File: src/rtl/seq_detect_pkg.sv
// Shared constants and elaboration-time helpers for the parametrised sequence detector.
// next_state() builds the KMP-style transition table from the pattern literal.
package seq_detect_pkg;

  localparam int MAX_SEQ_LEN = 16;

  function automatic int clog2(input int n);
    int r;
    r = 0;
    for (int i = 0; i < 31; i++) begin
      if ((1 << i) < n) r = i + 1;
    end
    return r;
  endfunction

  // Bit j of the pattern counted from the first-received (MSB) end.
  function automatic logic pat_bit(input logic [MAX_SEQ_LEN-1:0] pattern, input int len,
                                   input int j);
    return pattern[len-1-j];
  endfunction

  // Length of the longest proper prefix of the pattern that is also its suffix.
  function automatic int fail_len(input logic [MAX_SEQ_LEN-1:0] pattern, input int len);
    int  f;
    logic ok;
    f = 0;
    for (int k = 1; k < MAX_SEQ_LEN; k++) begin
      if (k < len) begin
        ok = 1'b1;
        for (int i = 0; i < MAX_SEQ_LEN; i++) begin
          if (i < k && pattern[len-1-i] != pattern[k-1-i]) ok = 1'b0;
        end
        if (ok) f = k;
      end
    end
    return f;
  endfunction

  function automatic int next_state(input logic [MAX_SEQ_LEN-1:0] pattern, input int len,
                                    input int state, input logic in_bit, input int overlap);
    int   s;
    int   best;
    int   j;
    logic c;
    logic ok;
    if (state >= len) s = (overlap != 0) ? fail_len(pattern, len) : 0;
    else              s = state;
    best = 0;
    // Consumed string is the first s pattern bits followed by in_bit; keep the longest
    // pattern prefix that is a suffix of it.
    for (int k = 1; k <= MAX_SEQ_LEN; k++) begin
      if (k <= s + 1 && k <= len) begin
        ok = 1'b1;
        for (int i = 0; i < MAX_SEQ_LEN; i++) begin
          if (i < k) begin
            j = s + 1 - k + i;
            c = (j < s) ? pat_bit(pattern, len, j) : in_bit;
            if (c != pat_bit(pattern, len, i)) ok = 1'b0;
          end
        end
        if (ok) best = k;
      end
    end
    return best;
  endfunction

endpackage

File: src/rtl/seq_detect_param_counter.sv
// Saturating match counter with a sticky all-ones flag and a synchronous clear.
module seq_match_counter
  import seq_detect_pkg::*;
#(
  parameter int CNT_W = 8
) (
  input  logic             clk,
  input  logic             rst,
  input  logic             inc,
  input  logic             clr,
  output logic [CNT_W-1:0] cnt,
  output logic             sat
);

  logic [CNT_W-1:0] cnt_q, cnt_d;
  logic             sat_q, sat_d;

  always_comb begin
    cnt_d = cnt_q;
    sat_d = sat_q;
    if (clr) begin
      cnt_d = '0;
      sat_d = 1'b0;
    end else if (inc) begin
      if (!(&cnt_q)) cnt_d = cnt_q + 1'b1;
      sat_d = sat_q | (&cnt_d);
    end
  end

  always_ff @(posedge clk) begin
    if (rst) begin
      cnt_q <= '0;
      sat_q <= 1'b0;
    end else begin
      cnt_q <= cnt_d;
      sat_q <= sat_d;
    end
  end

  assign cnt = cnt_q;
  assign sat = sat_q;

endmodule

File: src/rtl/seq_detect_param.sv
// Moore detector for an arbitrary 1..16-bit pattern; state is the matched prefix length
// and the transition table is fixed at elaboration from PATTERN.
module seq_detect_param
  import seq_detect_pkg::*;
#(
  parameter int               SEQ_LEN = 5,
  parameter logic [SEQ_LEN-1:0] PATTERN = 5'b11011,
  parameter bit               OVERLAP = 1'b1,
  parameter int               CNT_W   = 8
) (
  input  logic             clk,
  input  logic             rst,
  input  logic             in_valid,
  input  logic             in,
  input  logic             clr_cnt,
  output logic             out,
  output logic [CNT_W-1:0] match_cnt,
  output logic             cnt_sat
);

  localparam int                     SW       = clog2(SEQ_LEN + 1);
  localparam logic [SW-1:0]          MATCH_ST = SW'(SEQ_LEN);
  localparam logic [MAX_SEQ_LEN-1:0] PAT_EXT  = MAX_SEQ_LEN'(PATTERN);

  if (SEQ_LEN < 1 || SEQ_LEN > MAX_SEQ_LEN || CNT_W < 1) begin : g_bad_param
    $error("seq_detect_param: SEQ_LEN must be 1..16 and CNT_W at least 1");
  end

  logic [SW-1:0] tbl0 [SEQ_LEN+1];
  logic [SW-1:0] tbl1 [SEQ_LEN+1];

  for (genvar gi = 0; gi <= SEQ_LEN; gi++) begin : g_tbl
    localparam logic [SW-1:0] NS0 = SW'(next_state(PAT_EXT, SEQ_LEN, gi, 1'b0, int'(OVERLAP)));
    localparam logic [SW-1:0] NS1 = SW'(next_state(PAT_EXT, SEQ_LEN, gi, 1'b1, int'(OVERLAP)));
    assign tbl0[gi] = NS0;
    assign tbl1[gi] = NS1;
  end

  logic [SW-1:0] state_q, state_d;
  logic          match_inc;

  always_comb begin
    state_d   = state_q;
    match_inc = 1'b0;
    // Unreachable encodings recover to the idle state regardless of in_valid.
    if (state_q > MATCH_ST) begin
      state_d = '0;
    end else if (in_valid) begin
      state_d   = in ? tbl1[state_q] : tbl0[state_q];
      match_inc = (state_d == MATCH_ST);
    end
  end

  always_ff @(posedge clk) begin
    if (rst) state_q <= '0;
    else     state_q <= state_d;
  end

  assign out = (state_q == MATCH_ST);

  seq_match_counter #(
    .CNT_W(CNT_W)
  ) u_counter (
    .clk(clk),
    .rst(rst),
    .inc(match_inc),
    .clr(clr_cnt),
    .cnt(match_cnt),
    .sat(cnt_sat)
  );

endmodule
File: config.mk
export PLATFORM = sky130hd
export DESIGN_NAME = seq_detect_param
export DESIGN_NICKNAME = d
export VERILOG_FILES = /design/src/rtl/seq_detect_pkg.sv /design/src/rtl/seq_detect_param_counter.sv /design/src/rtl/seq_detect_param.sv
export SDC_FILE = /design/constraint.sdc
export NUM_CORES = 1
export LEC_CHECK = 0
export BUFFER_PORTS_ARGS = -buffer_cell sky130_fd_sc_hd__buf_2
export CORE_UTILIZATION = 57
export DETAILED_ROUTE_END_ITERATION = 16
export PLACE_DENSITY = 0.82
export SYNTH_ARGS = -nofsm -noshare
export SYNTH_HDL_FRONTEND = slang
export SYNTH_SLANG_ARGS = --single-unit
File: constraint.sdc
create_clock -name clk -period 4.2 [get_ports clk]
set_input_delay 0.21 -clock clk [delete_from_list [all_inputs] [get_ports clk]]
set_output_delay 0.21 -clock clk [all_outputs]
set_load 0.02 [all_outputs]
==> qor.csv <==
stage;metric;value;unit
clock_network;cts_setup_buffers;0;
die;dieArea;1620;um2
layout;final_nets;131;
run;max_cap_violations;0;
clock_network;htree_num_levels;1;
setup_path;cp_max_fo;11;
setup_path;cp-start-kind;flop;
synth;ys_ff_latch;12;
die;core;1330;um2
routing;vias;823;
pwr;pwr_density_cell;225;nW/um2
synth;synth_ff_type;dfxtp_1;
worst_hold_path;holdPathStages;3;
pwr;max-vdd-ir-drop;0.148;mV
synth;synth_edf_count;0;
timing;hold_viol;0;
timing;fmax;426;MHz
timing;layout_setup_ws;1.85;ns
global_routing;antenna_found_initial;0;
worst_hold_path;min_path_type;in -> reg;
synth;ys_async_sr_fraction;0;
setup_path;max_stage_delay;0.51;ns
clock_network;cts_resized;0;
clock_network;cts_tree;done;
setup_path;cp-startpoint;state_q[0]$_SDFFE_PP0P_;
layout;design_area;920;um2
placement;dpl_cell_area;897;um2
synth;yosysMostFrequentCell;dfxtp_1;
routing;ant_nets;0;
timing;relSlewSlack;0.564;
synth;synth_top_area_share;0.287;
setup_path;endpoint_kind;flop;
synth;syn_inst;108;
die;rows;13;
synth;synthesis.area;836;um2
placement;port_buffers;14;
die;initial_utilization;0.627;
routing;avgRoutedWirePerCell;13.9;um
timing;slew_viol_final;0;
layout;final_layout_size_suffix_gt1_frac;0.160;
layout;ff_latch_area;240;um2
synth;syn-num-nets;118;
timing;setup_tns;0;ns
global_routing;grt_max_degree;12;
synth;synth.distinct_cells;35;
timing;setup_viol;0;
clock_network;clk_pin_slew;0.08;ns
setup_path;crit_slowest_cell;or4_1;
timing;rsz0062_at_grt;false;
layout;fin_cells;134;
status;status;finished clean;
synth;ys_warn_count;0;
layout;syn2layout_area_growth;10.0;%
layout;fillCellCount;112;
timing;post-route-min-period;2.35;ns
global_routing;grt_pass1_vias;646;
timing;fin_skew;0.00187;ns
global_routing;grt_overflow;0;
placement;dp_hpwl;1340;um
placement;place_congestion;0.908;
synth;synth_area_leaders;dfxtp_1, ha_1, nand2_1, nor2_1, xor2_1;
die;die-height;40.3;um
clock_network;clock_latency;0.27;ns
die;io_pins;15;
clock_network;ctsLongestPathBuffers;2;
global_routing;grt_first_pass_wirelength;2910;um
setup_path;reg2regPathDepth;7;
setup_path;crit_chain;inv_1 -> ha_1 -> nand2b_1 -> o32ai_2 -> o21ai_1 -> or4_1 -> o32ai_1;
clock_network;clock_sinks;12;
clock_network;numCtsBuffers;3;
timing;worstMarginPinSlew;0.654;ns
clock_network;cts_root_buf;clkbuf_4;
worst_hold_path;hold_start;rst;
synth;yosysTopAreaCell;dfxtp_1;
layout;antenna_cells;0;
placement;pre_cts_slack;1.89;ns
layout;multi_input_area;553;um2
routing;drc;0;
routing;wirelength;1870;um
setup_path;rr_startpoint;state_q[0]$_SDFFE_PP0P_;
synth;yosysSeqAreaShare;0.287;
clock_network;postCtsHoldBufs;0;
placement;dpl.cell_count;131;
synth;synth_commonest_cells;dfxtp_1, nand2_1, nor2_1, a21oi_1, nand3_1;
routing;first_iter_violations;44;
setup_path;worst-endpoint-arrival;2.53;ns
setup_path;cp.required;4.38;ns
setup_path;path_class;reg -> reg;
pwr;p_leak;0.000361;uW
timing;min_period_over_period;0.559;
die;die_w;40.3;um
routing;drt-pass1-iter-count;4;
synth;syn_avg_cell_area;7.74;um2
global_routing;grtUsageTotal;0.273;
routing;drt-vias-per-instance;6.14;
-- worst max-delay path, delay by kind of cell, from the launching register on --
kind / cells / cell delay, ns
AND/OR/NAND/NOR: 2 / 0.69
AO/OA/AOI/OAI: 3 / 0.69
adder cells (fa/ha/maj): 1 / 0.33
buffers and inverters: 1 / 0.10
flip-flops: 1 / 0.45
-- worst paths after layout --
kind | endpoint | slack, ns
setup / recovery | u_counter.sat$_SDFFE_PP0P_ | 1.85
hold / removal | state_q[2]$_SDFFE_PP0P_ | 0.26
setup reg to reg | u_counter.sat$_SDFFE_PP0P_ | 1.85
hold reg to reg | u_counter.sat$_SDFFE_PP0P_ | 0.45
-- cell type report --
cell class / count / area share
multi-input cells: 86 / 0.601
flip-flops and latches: 12 / 0.261
clock buffers: 3 / 0.0245
repair buffers: 14 / 0.0762
inverters: 4 / 0.0163
well taps: 15 / 0.0204
-- cells by family (layout without fill, tap and decap cells) --
group / count (synthesis) / count (layout) / share of synthesized area
flip-flops: 12 / 12 / 0.287
AND/OR/NAND/NOR: 53 / 53 / 0.328
AO/OA/AOI/OAI: 22 / 22 / 0.193
buffers and inverters: 10 / 21 / 0.0509
XOR/XNOR: 4 / 4 / 0.0419
adder cells (fa/ha/maj): 5 / 5 / 0.0749
multiplexers: 2 / 2 / 0.0240
-- layout by cell type (no fill, tap or decap), drive strengths merged, types with 4 or more instances in the layout --
cell type	instances
nor2	10
nand4	4
xor2	4
nand3	6
inv	4
nor3	4
o21ai	4
nand2b	4
ha	5
a21oi	6
buf	14
nand2	11
dfxtp	12
-- routing by layer --
metal,part of all wire,up-vias,GRT usage
li1,-,414,-
met1,0.47,368,0.377
met2,0.44,31,0.379
met3,0.054,10,0.0611
met4,0.036,0,0.167
met5,0,-,0
-- sequential cells by signal, indices dropped and copies added, names as in the netlist --
register	count
state_q	3
u_counter.cnt	8
u_counter.sat	1
-- power by group --
group          switching (uW)  total [uW]  internal [uW]
logic                    10.5        18.4           7.92
registers                1.96         117            115
clock network            38.4        71.6           33.2
total                    50.9         207            156
-- stage by stage --
stage                     total power, uW   util  hold slack (ns)
final                                 207  0.689            0.265
after global routing                  216  0.689            0.275
after CTS                             207  0.689            0.265
after detailed placement              137  0.673            0.441
after global placement                136  0.673            0.444
after floorplan                       131      -            0.357
Power figures use the tool's default switching activity.
